`config.mk`:
```
export PLATFORM = sky130hd
export DESIGN_NAME = pool_seq_ctrl_flat
export DESIGN_NICKNAME = d
export VERILOG_FILES = /design/src/rtl/pool_seq_ctrl_if.sv /design/src/rtl/pool_seq_ctrl.sv /design/src/flat_wrapper.sv
export SDC_FILE = /design/constraint.sdc
export NUM_CORES = 1
export LEC_CHECK = 0
export CAP_MARGIN = 20
export CORE_UTILIZATION = 46
export DETAILED_ROUTE_END_ITERATION = 16
export GPL_TIMING_DRIVEN = 0
export HOLD_SLACK_MARGIN = 0.12
export PLACE_DENSITY_LB_ADDON = 0.15
export SETUP_SLACK_MARGIN = 0.4
export SYNTH_ARGS = -nofsm -noshare
export SYNTH_HDL_FRONTEND = slang
export SYNTH_SLANG_ARGS = --single-unit
```
`constraint.sdc`:
```
create_clock -name clk -period 2.85 [get_ports clk]
set_input_delay 0.57 -clock clk [delete_from_list [all_inputs] [get_ports clk]]
set_output_delay 0.57 -clock clk [all_outputs]
set_load 0.01 [all_outputs]
```
`src/rtl/pool_seq_ctrl_if.sv`:
```
// Control/status bundle between the pooling sequencer and its environment.
// master = sequencer side, slave = the controller/mux side that drives start and config.
interface pool_seq_ctrl_if #(
    parameter int unsigned ADDR_W = 10,
    parameter int unsigned DIM_W  = 8
);
    logic              start;
    logic              abort;
    logic              src_sel;
    logic [DIM_W-1:0]  rows;
    logic [DIM_W-1:0]  cols;
    logic [ADDR_W-1:0] src_base;
    logic [ADDR_W-1:0] dst_base;

    logic              busy;
    logic              done;
    logic              buf1_r_en;
    logic              buf1_w_en;
    logic              buf2_r_en;
    logic              buf2_w_en;
    logic [ADDR_W-1:0] buf1_r_addr;
    logic [ADDR_W-1:0] buf1_w_addr;
    logic [ADDR_W-1:0] buf2_r_addr;
    logic [ADDR_W-1:0] buf2_w_addr;
    logic [1:0]        aybz_azby_pool;
    logic              pool_enable;
    logic              shifting_line_pool;
    logic              line_buffer_reset_pool;
    logic [DIM_W-1:0]  row_length_pool;

    modport master (
        input  start, abort, src_sel, rows, cols, src_base, dst_base,
        output busy, done,
        output buf1_r_en, buf1_w_en, buf2_r_en, buf2_w_en,
        output buf1_r_addr, buf1_w_addr, buf2_r_addr, buf2_w_addr,
        output aybz_azby_pool, pool_enable, shifting_line_pool,
        output line_buffer_reset_pool, row_length_pool
    );

    modport slave (
        output start, abort, src_sel, rows, cols, src_base, dst_base,
        input  busy, done,
        input  buf1_r_en, buf1_w_en, buf2_r_en, buf2_w_en,
        input  buf1_r_addr, buf1_w_addr, buf2_r_addr, buf2_w_addr,
        input  aybz_azby_pool, pool_enable, shifting_line_pool,
        input  line_buffer_reset_pool, row_length_pool
    );
endinterface

```
`src/rtl/pool_seq_ctrl.sv`:
```
// Pooling-layer sequencer: streams a feature map from the source buffer into the PE-array
// pool line buffer and writes each 2x2 max-pool result into the opposite buffer.
module pool_seq_ctrl #(
    parameter int unsigned ADDR_W  = 10,
    parameter int unsigned DIM_W   = 8,
    parameter int unsigned PEA_LAT = 2
) (
    input logic             clk,
    input logic             rst_n,
    pool_seq_ctrl_if.master bus
);
    localparam int unsigned DlyLen = PEA_LAT + 1;
    localparam int unsigned DrainW = $clog2(PEA_LAT + 2);

    typedef enum logic [2:0] {StIdle, StLbrst, StRead, StDrain, StDone} state_e;

    state_e state_q, state_d;

    logic [DIM_W-1:0]  rows_q, cols_q;
    logic [ADDR_W-1:0] src_base_q, dst_base_q;
    logic              src_sel_q;
    logic [DIM_W-1:0]  r_q, c_q;
    logic [ADDR_W-1:0] rd_addr_q;
    logic [ADDR_W-1:0] wr_cnt_q;
    logic [DrainW-1:0] drain_q;
    logic [DlyLen-1:0] tag_dly_q;
    logic              rd_dly_q;

    logic              start_acc;
    logic              col_last;
    logic              last_read;
    logic              rd_en;
    logic              wr_en;
    logic              busy;
    logic [ADDR_W-1:0] wr_addr;

    // Next-state logic; abort overrides every transition, including a same-cycle start.
    always_comb begin
        state_d   = state_q;
        start_acc = 1'b0;
        col_last  = (c_q == cols_q - DIM_W'(1));
        last_read = col_last && (r_q == rows_q - DIM_W'(1));
        unique case (state_q)
            StIdle: begin
                if (bus.start && !bus.abort) begin
                    state_d   = StLbrst;
                    start_acc = 1'b1;
                end
            end
            StLbrst: begin
                state_d = (rows_q == '0 || cols_q == '0) ? StDrain : StRead;
            end
            StRead: begin
                if (last_read) state_d = StDrain;
            end
            StDrain: begin
                if (drain_q == DrainW'(PEA_LAT)) state_d = StDone;
            end
            StDone: begin
                state_d = StIdle;
            end
            default: begin
                state_d = StIdle;
            end
        endcase
        if (bus.abort) state_d = StIdle;
    end

    always_ff @(posedge clk or negedge rst_n) begin
        if (!rst_n) state_q <= StIdle;
        else        state_q <= state_d;
    end

    always_ff @(posedge clk or negedge rst_n) begin
        if (!rst_n) begin
            rows_q     <= '0;
            cols_q     <= '0;
            src_base_q <= '0;
            dst_base_q <= '0;
            src_sel_q  <= 1'b0;
            r_q        <= '0;
            c_q        <= '0;
            rd_addr_q  <= '0;
            wr_cnt_q   <= '0;
            drain_q    <= '0;
            tag_dly_q  <= '0;
            rd_dly_q   <= 1'b0;
        end else begin
            if (start_acc) begin
                rows_q     <= bus.rows;
                cols_q     <= bus.cols;
                src_base_q <= bus.src_base;
                dst_base_q <= bus.dst_base;
                src_sel_q  <= bus.src_sel;
                r_q        <= '0;
                c_q        <= '0;
                rd_addr_q  <= bus.src_base;
            end else if (rd_en) begin
                // Row-major walk: the linear address simply increments, r/c only feed the tag.
                rd_addr_q <= rd_addr_q + ADDR_W'(1);
                if (col_last) begin
                    c_q <= '0;
                    r_q <= r_q + DIM_W'(1);
                end else begin
                    c_q <= c_q + DIM_W'(1);
                end
            end

            if (start_acc)  wr_cnt_q <= '0;
            else if (wr_en) wr_cnt_q <= wr_cnt_q + ADDR_W'(1);

            drain_q <= (state_q == StDrain) ? drain_q + DrainW'(1) : '0;

            // A pixel with odd row and odd column closes a 2x2 window.
            if (bus.abort) begin
                tag_dly_q <= '0;
                rd_dly_q  <= 1'b0;
            end else begin
                tag_dly_q <= (tag_dly_q << 1) | DlyLen'(rd_en & r_q[0] & c_q[0]);
                rd_dly_q  <= rd_en;
            end
        end
    end

    always_comb begin
        busy    = (state_q != StIdle);
        rd_en   = (state_q == StRead);
        wr_en   = tag_dly_q[DlyLen-1];
        wr_addr = dst_base_q + wr_cnt_q;

        bus.busy                   = busy;
        bus.done                   = (state_q == StDone);
        bus.pool_enable            = (state_q == StLbrst) || (state_q == StRead)
                                     || (state_q == StDrain);
        bus.line_buffer_reset_pool = (state_q == StLbrst);
        bus.shifting_line_pool     = rd_dly_q;
        bus.row_length_pool        = busy ? cols_q : '0;
        bus.aybz_azby_pool         = (busy && !src_sel_q) ? 2'b01 : 2'b00;

        bus.buf1_r_en   = rd_en & ~src_sel_q;
        bus.buf2_r_en   = rd_en & src_sel_q;
        bus.buf1_w_en   = wr_en & src_sel_q;
        bus.buf2_w_en   = wr_en & ~src_sel_q;
        bus.buf1_r_addr = bus.buf1_r_en ? rd_addr_q : '0;
        bus.buf2_r_addr = bus.buf2_r_en ? rd_addr_q : '0;
        bus.buf1_w_addr = bus.buf1_w_en ? wr_addr : '0;
        bus.buf2_w_addr = bus.buf2_w_en ? wr_addr : '0;
    end
endmodule

```
`src/flat_wrapper.sv`:
```
// flat-port wrapper written by rule: the top's interface ports become plain ports
module pool_seq_ctrl_flat 
#(
    parameter int unsigned ADDR_W  = 10,
    parameter int unsigned DIM_W   = 8,
    parameter int unsigned PEA_LAT = 2
)
  (clk, rst_n, bus_start, bus_abort, bus_src_sel, bus_rows, bus_cols, bus_src_base, bus_dst_base, bus_busy, bus_done, bus_buf1_r_en, bus_buf1_w_en, bus_buf2_r_en, bus_buf2_w_en, bus_buf1_r_addr, bus_buf1_w_addr, bus_buf2_r_addr, bus_buf2_w_addr, bus_aybz_azby_pool, bus_pool_enable, bus_shifting_line_pool, bus_line_buffer_reset_pool, bus_row_length_pool);
  pool_seq_ctrl_if #(.ADDR_W(ADDR_W), .DIM_W(DIM_W)) bus_i ();
  input logic clk;
  input logic rst_n;
  input wire logic [$bits(bus_i.start)-1:0] bus_start;
  input wire logic [$bits(bus_i.abort)-1:0] bus_abort;
  input wire logic [$bits(bus_i.src_sel)-1:0] bus_src_sel;
  input wire logic [$bits(bus_i.rows)-1:0] bus_rows;
  input wire logic [$bits(bus_i.cols)-1:0] bus_cols;
  input wire logic [$bits(bus_i.src_base)-1:0] bus_src_base;
  input wire logic [$bits(bus_i.dst_base)-1:0] bus_dst_base;
  output wire logic [$bits(bus_i.busy)-1:0] bus_busy;
  output wire logic [$bits(bus_i.done)-1:0] bus_done;
  output wire logic [$bits(bus_i.buf1_r_en)-1:0] bus_buf1_r_en;
  output wire logic [$bits(bus_i.buf1_w_en)-1:0] bus_buf1_w_en;
  output wire logic [$bits(bus_i.buf2_r_en)-1:0] bus_buf2_r_en;
  output wire logic [$bits(bus_i.buf2_w_en)-1:0] bus_buf2_w_en;
  output wire logic [$bits(bus_i.buf1_r_addr)-1:0] bus_buf1_r_addr;
  output wire logic [$bits(bus_i.buf1_w_addr)-1:0] bus_buf1_w_addr;
  output wire logic [$bits(bus_i.buf2_r_addr)-1:0] bus_buf2_r_addr;
  output wire logic [$bits(bus_i.buf2_w_addr)-1:0] bus_buf2_w_addr;
  output wire logic [$bits(bus_i.aybz_azby_pool)-1:0] bus_aybz_azby_pool;
  output wire logic [$bits(bus_i.pool_enable)-1:0] bus_pool_enable;
  output wire logic [$bits(bus_i.shifting_line_pool)-1:0] bus_shifting_line_pool;
  output wire logic [$bits(bus_i.line_buffer_reset_pool)-1:0] bus_line_buffer_reset_pool;
  output wire logic [$bits(bus_i.row_length_pool)-1:0] bus_row_length_pool;
  assign bus_i.start = bus_start;
  assign bus_i.abort = bus_abort;
  assign bus_i.src_sel = bus_src_sel;
  assign bus_i.rows = bus_rows;
  assign bus_i.cols = bus_cols;
  assign bus_i.src_base = bus_src_base;
  assign bus_i.dst_base = bus_dst_base;
  assign bus_busy = bus_i.busy;
  assign bus_done = bus_i.done;
  assign bus_buf1_r_en = bus_i.buf1_r_en;
  assign bus_buf1_w_en = bus_i.buf1_w_en;
  assign bus_buf2_r_en = bus_i.buf2_r_en;
  assign bus_buf2_w_en = bus_i.buf2_w_en;
  assign bus_buf1_r_addr = bus_i.buf1_r_addr;
  assign bus_buf1_w_addr = bus_i.buf1_w_addr;
  assign bus_buf2_r_addr = bus_i.buf2_r_addr;
  assign bus_buf2_w_addr = bus_i.buf2_w_addr;
  assign bus_aybz_azby_pool = bus_i.aybz_azby_pool;
  assign bus_pool_enable = bus_i.pool_enable;
  assign bus_shifting_line_pool = bus_i.shifting_line_pool;
  assign bus_line_buffer_reset_pool = bus_i.line_buffer_reset_pool;
  assign bus_row_length_pool = bus_i.row_length_pool;
  pool_seq_ctrl #(.ADDR_W(ADDR_W), .DIM_W(DIM_W), .PEA_LAT(PEA_LAT)) u_core (.clk(clk), .rst_n(rst_n), .bus(bus_i));
endmodule
```
==> flow_summary.yaml, run 1 <==
critical_path:
  r2r-end: "u_core.r_q[5]"
  worstPathRequired_ps: 2280
  crit_slowest_cell: "dfrtp_1"
  rr_startpoint: "u_core.cols_q[2]"
  path_class: "flip-flop to output port"
  path_cells: "ha_2 > fa_2 > a21o_1 > a21oi_2 > o21bai_2 > a2111oi_4 > nor4_2 > nor3_1 > buf_2"
  max_stage_delay_ps: 400
  critPathMaxFanout: 2
  critPathTopFamily: "compound AO/OA/AOI/OAI gates"
  end_kind: "output port"
  r2r_setup_slack_ps: 440
  arrival_ps: 2510
  ff2ff_path_depth: 6
  crit_buf_inv: 1
  setup.worst_path.start_class: "flip-flop"
cts:
  clk_latency_ps: 350
  cts_buffer_depth: 2
  cts_buffers: 9
  cts.hold.buffers_added: 0
  cts_tree: "yes"
  clk_pin_slew_ps: 80
  clock-sinks: 72
  root_buffer: "clkbuf_8"
  htreeDepth: 3
detailed_routing:
  drcViolationCount: 0
  drt-wirelength-per-cell_um: 15.82
  avgViaCountPerCell: 5.404
  dr_total_vias: 4323
  drt_iter0_drc: 220
  dr.pass1.iters: 4
  routed_wirelength_um: 12650
  final_antenna_net_count: 0
die:
  floorplan.initialDensity: 0.4727
  die_w_um: 99.45
  die-area_mm2: 0.009889
  io_pins: 100
  coreArea_mm2: 0.009240
  die_y_um: 99.45
  rows: 35
synth:
  synth.largest_area_cell: "dfrtp_1"
  synth_area_mm2: 0.004368
  synth_area_leaders: "dfrtp_1, nand2_1, ha_1"
  netlist_instances: 513
  synth_seq_cells: 72
  synth.top_cell.area_share: 0.4125
  synthFlopType: "dfrtp_1"
  synth_edf_count: 0
  synth_area_per_cell_um2: 8.515
  syn_nets: 573
  synthArstFlopShare: 1.000
  yosysWarnings: 0
  ys_seq_area_frac: 0.4125
  ys_types: 56
sta:
  hold_viol: 0
  setup_viol: 9
  maxSlewViolCount: 0
  tns_ps: -1182
  period_share: 1.080
  whs_ps: 203.5
  slew_headroom: 0.6100
  fin_crit_ps: 3079
  fmax_mhz: 324.8
  tightest_slew_ps: 585.0
  fin_skew_ps: 9.004
  rsz0062_at_grt: "yes"
  fin_ws_ps: -229.1
final_layout:
  seqCellArea_mm2: 0.001805
  post-route-util: 0.6888
  num_antenna_cells: 0
  multi_input_area_mm2: 0.002681
  mostFrequentLayoutCell: "nand2_1"
  final_area_mm2: 0.006365
  final_nets: 726
  synthToLayoutAreaGrowth_pct: 45.72
  n_fill_cell: 711
  fin_cells: 800
  drive_gt1_frac: 0.2325
  final_cell_mix: "nand2_1, dfrtp_1, nor2_1"
place:
  placedCellCount: 742
  gp_congestion: 0.8742
  port_buffers: 98
  place_area_mm2: 0.005558
  dp_hpwl_um: 8360
  pre_cts_slack_ps: -409.8
flow_run:
  maxCapViolCount: 0
run_status:
  violations: "setup timing"
  run_status: "finished with violations"
global_route:
  grt_usage: 0.2520
  grt_max_degree: 73
  grt.overflow.total: 0
  antenna_found_initial: 0
  grt_pass1_wl_um: 19640
  grt_pass1_vias: 4041
power:
  total_power_mw: 3.712
  powerDensity_mw_per_mm2: 583.2
  ir_drop_v: 0.0003726
  p_leak_nw: 3.147
hold_path:
  min_path_type: "primary input to asynchronous set/reset pin"
[worst register-to-register path: cells and delay by family (launching register included)]
kind | cells | cell delay, ps
DFF | 1 | 450
and+or+nand+nor | 2 | 1120
AOI/OAI and AO/OA | 4 | 780
[synth_stat cells, types with 4 or more instances]
cell / instances
dfrtp_1: 72
ha_1: 18
o31ai_1: 5
clkbuf_1: 19
inv_1: 16
nand3_1: 10
or4_1: 6
nand3b_1: 5
or3_1: 4
nor2b_1: 8
xor2_1: 18
a21oi_1: 17
nor3_1: 16
and3_1: 17
a211oi_1: 4
o21ai_0: 14
nor2_1: 53
and2_1: 13
nand2_1: 104
mux2i_1: 4
nand4_1: 11
a31oi_1: 10
xnor2_1: 19
[repair_timing]
action | 4_1_cts | 5_1_grt
pin swaps | 25 | 20
resized for setup | 190 | 55
setup buffers | 24 | 17
cloned | 1 | 0
setup endpoints to repair | 89 | 89
[report_power, final]
part           switching (mW)  internal (mW)  total (mW)
clock                   0.398          0.543       0.941
combinational           0.690          0.638        1.33
sequential              0.240           1.20        1.44
total                    1.33           2.38        3.71
[cell families after synthesis]
| group | synth area share |
|---|---|
| buffers and inverters | 0.03438 |
| other | 0.0008585 |
| and+or+nand+nor | 0.2885 |
| xor gates and xnor gates | 0.07419 |
| muxes | 0.01174 |
| adders and majority gates | 0.05615 |
| DFF | 0.4125 |
| AOI/OAI and AO/OA | 0.1217 |
[worst max-delay path by stage]
| stage | from | to | slack [ps] | cells past startpoint |
|---|---|---|---|---|
| after floorplan | u_core.wr_cnt_q[0] | bus_buf2_w_addr[8] | 170 | 8 |
| after global placement | rst_n | u_core.rows_q[3] | -1270 | 1 |
| after detailed placement | u_core.wr_cnt_q[0] | bus_buf2_w_addr[8] | -410 | 9 |
| after CTS | u_core.dst_base_q[0] | bus_buf1_w_addr[8] | -350 | 9 |
| after global routing | u_core.dst_base_q[0] | bus_buf1_w_addr[8] | -380 | 9 |
| final | u_core.dst_base_q[0] | bus_buf1_w_addr[8] | -230 | 9 |
[flip-flops by register name, summed over array words and instances (netlist names)]
| signal | flops |
|---|---|
| u_core.dst_base_q | 10 |
| u_core.rd_addr_q | 10 |
| u_core.wr_cnt_q | 10 |
| u_core.c_q | 8 |
| u_core.cols_q | 8 |
| u_core.r_q | 8 |
| u_core.rows_q | 8 |
| u_core.state_q | 3 |
| u_core.tag_dly_q | 3 |
| u_core.drain_q | 2 |
| u_core.bus.shifting_line_pool | 1 |
| u_core.src_sel_q | 1 |
[per-layer routing]
metal	global-route usage	routed length (µm)	up-vias
met5	0	0	-
met2	0.4354	6464	123
met3	0.03092	640	21
li1	-	-	2083
met1	0.3244	5297	2096
met4	0.09502	248	0
[cell type report]
cell class,instances,share of cell area
multi-input cells,403,0.4213
flip-flops and latches,72,0.2837
repair buffers,141,0.1966
plain buffers,23,0.02732
well taps,129,0.02536
clock buffers,12,0.02438
clock inverters,4,0.01199
inverters,16,0.009436
No activity file was read; power rests on OpenSTA's default activity.
==> run 2: changes to the inputs <==
Settings changed: CORE_UTILIZATION 46 to 58, DONT_BUFFER_PORTS from default to 1, SKIP_LAST_GASP from default to 1.
==> flow_summary.yaml, run 2 (synthesis gave the netlist of run 1 again) <==
run_status:
  run_status: "finished with violations"
  violations: "setup timing"
die:
  floorplan.initialDensity: 0.6022
  die_y_um: 88.78
  rows: 31
  die_w_um: 88.78
  die-area_mm2: 0.007882
  coreArea_mm2: 0.007253
  io_pins: 100
sta:
  fmax_mhz: 322.7
  maxSlewViolCount: 0
  fin_crit_ps: 3099
  rsz0062_at_grt: "yes"
  tns_ps: -662.5
  whs_ps: 274.9
  setup_viol: 4
  hold_viol: 0
  fin_skew_ps: 16.99
  period_share: 1.087
  tightest_slew_ps: 626.4
  slew_headroom: 0.5824
  fin_ws_ps: -249.0
final_layout:
  final_cell_mix: "nand2_1, dfrtp_1, nor2_1"
  synthToLayoutAreaGrowth_pct: 20.42
  final_area_mm2: 0.005260
  reg_top3: "u_core.dst_base_q x10, u_core.rd_addr_q x10, u_core.wr_cnt_q x10"
  seqCellArea_mm2: 0.001804
  post-route-util: 0.7252
  mostFrequentLayoutCell: "nand2_1"
  num_antenna_cells: 0
  final_nets: 606
  n_fill_cell: 559
  drive_gt1_frac: 0.1887
  fin_cells: 650
  multi_input_area_mm2: 0.002714
power:
  powerDensity_mw_per_mm2: 668.8
  ir_drop_v: 0.0003783
  p_leak_nw: 2.395
global_route:
  grt_pass1_vias: 3558
  grt_max_degree: 73
  grt_pass1_wl_um: 16840
  grt_usage: 0.2836
  antenna_found_initial: 0
  grt.overflow.total: 0
detailed_routing:
  final_antenna_net_count: 0
  avgViaCountPerCell: 6.023
  drt-wirelength-per-cell_um: 17.39
  routed_wirelength_um: 11310
  dr.pass1.iters: 5
  drcViolationCount: 0
  drt_iter0_drc: 255
  dr_total_vias: 3915
critical_path:
  max_stage_delay_ps: 400
  path_cells: "ha_2 > fa_2 > a21o_1 > a21oi_2 > o21bai_2 > a2111oi_4 > nor4_2 > nor3_2"
  crit_slowest_cell: "dfrtp_1"
  r2r_setup_slack_ps: 470
  ff2ff_path_depth: 6
  r2r-end: "u_core.r_q[4]"
  setup.worst_path.start_class: "flip-flop"
  arrival_ps: 2530
  critPathMaxFanout: 2
  worstPathRequired_ps: 2280
  path_class: "flip-flop to output port"
  end_kind: "output port"
  rr_startpoint: "u_core.cols_q[2]"
flow_run:
  maxCapViolCount: 0
place:
  port_buffers: 0
  gp_congestion: 0.8544
  place_area_mm2: 0.004514
  dp_hpwl_um: 7413
  placedCellCount: 613
cts:
  cts_buffer_depth: 2
  root_buffer: "clkbuf_8"
  cts_buffers: 9
  cts_tree: "yes"
  clk_pin_slew_ps: 90
  htreeDepth: 3
  clk_latency_ps: 360
  clock-sinks: 72
hold_path:
  min_path_type: "primary input to flip-flop"
  worstHoldStart: "bus_abort"
  min_delay_path_depth: 1
  hold_end: "u_core.tag_dly_q[2]"
[run 2: power breakdown]
part           switching, mW  total, mW  internal (mW)
sequential             0.238       1.44           1.20
clock                  0.412       1.02          0.610
combinational          0.625       1.06          0.433
[run 2: metal layers]
layer	wire, µm	up-vias	global-route usage	part of all wire
li1	-	1846	-	-
met3	633	27	0.04851	0.056
met2	5566	149	0.4622	0.49
met4	284	0	0.1276	0.025
met1	4820	1893	0.3718	0.43
met5	0	-	0	0
[run 2: timing repair]
item	in CTS	in global routing
setup endpoints to repair	67	73
cloned	1	0
pin swaps	19	13
setup buffers	10	8
endpoints found under the hold margin	72	0
hold buffers	2	0
resized for setup	38	45
[run 2: cell type report]
type | instances | area share
Inverter | 16 | 0.01142
Clock inverter | 6 | 0.02188
Sequential cell | 72 | 0.3430
Tap cell | 99 | 0.02355
Timing Repair Buffer | 21 | 0.03568
Multi-Input combinational cell | 403 | 0.5159
Buffer | 23 | 0.02236
Clock buffer | 10 | 0.02617
[run 2: how the worst max path moves through the flow]
stage / startpoint / endpoint / slack (ps) / depth (start not counted)
after global routing: u_core.dst_base_q[0] / bus_buf2_w_addr[8] / -330 / 8
final: u_core.dst_base_q[0] / bus_buf2_w_addr[8] / -250 / 8
after floorplan: u_core.wr_cnt_q[0] / bus_buf2_w_addr[8] / 170 / 8
after detailed placement: u_core.wr_cnt_q[0] / bus_buf2_w_addr[8] / -20 / 8
after global placement: u_core.wr_cnt_q[0] / bus_buf2_w_addr[8] / 30 / 8
after CTS: u_core.dst_base_q[0] / bus_buf2_w_addr[8] / -290 / 8
[run 2: critical path: cells and delay by family, from the launching register on]
kind | cells | cell delay, ps
DFF | 1 | 400
adders and majority gates | 2 | 540
AOI/OAI and AO/OA | 4 | 840
and+or+nand+nor | 2 | 380
[run 2: per-stage QoR]
stage               setup slack (ps)  power, mW
finish                        -249.0      3.518
global route                  -331.2      3.717
CTS                           -286.1      3.394
detailed placement            -19.94      2.309
global placement               26.03      2.268
floorplan                      168.4      2.099
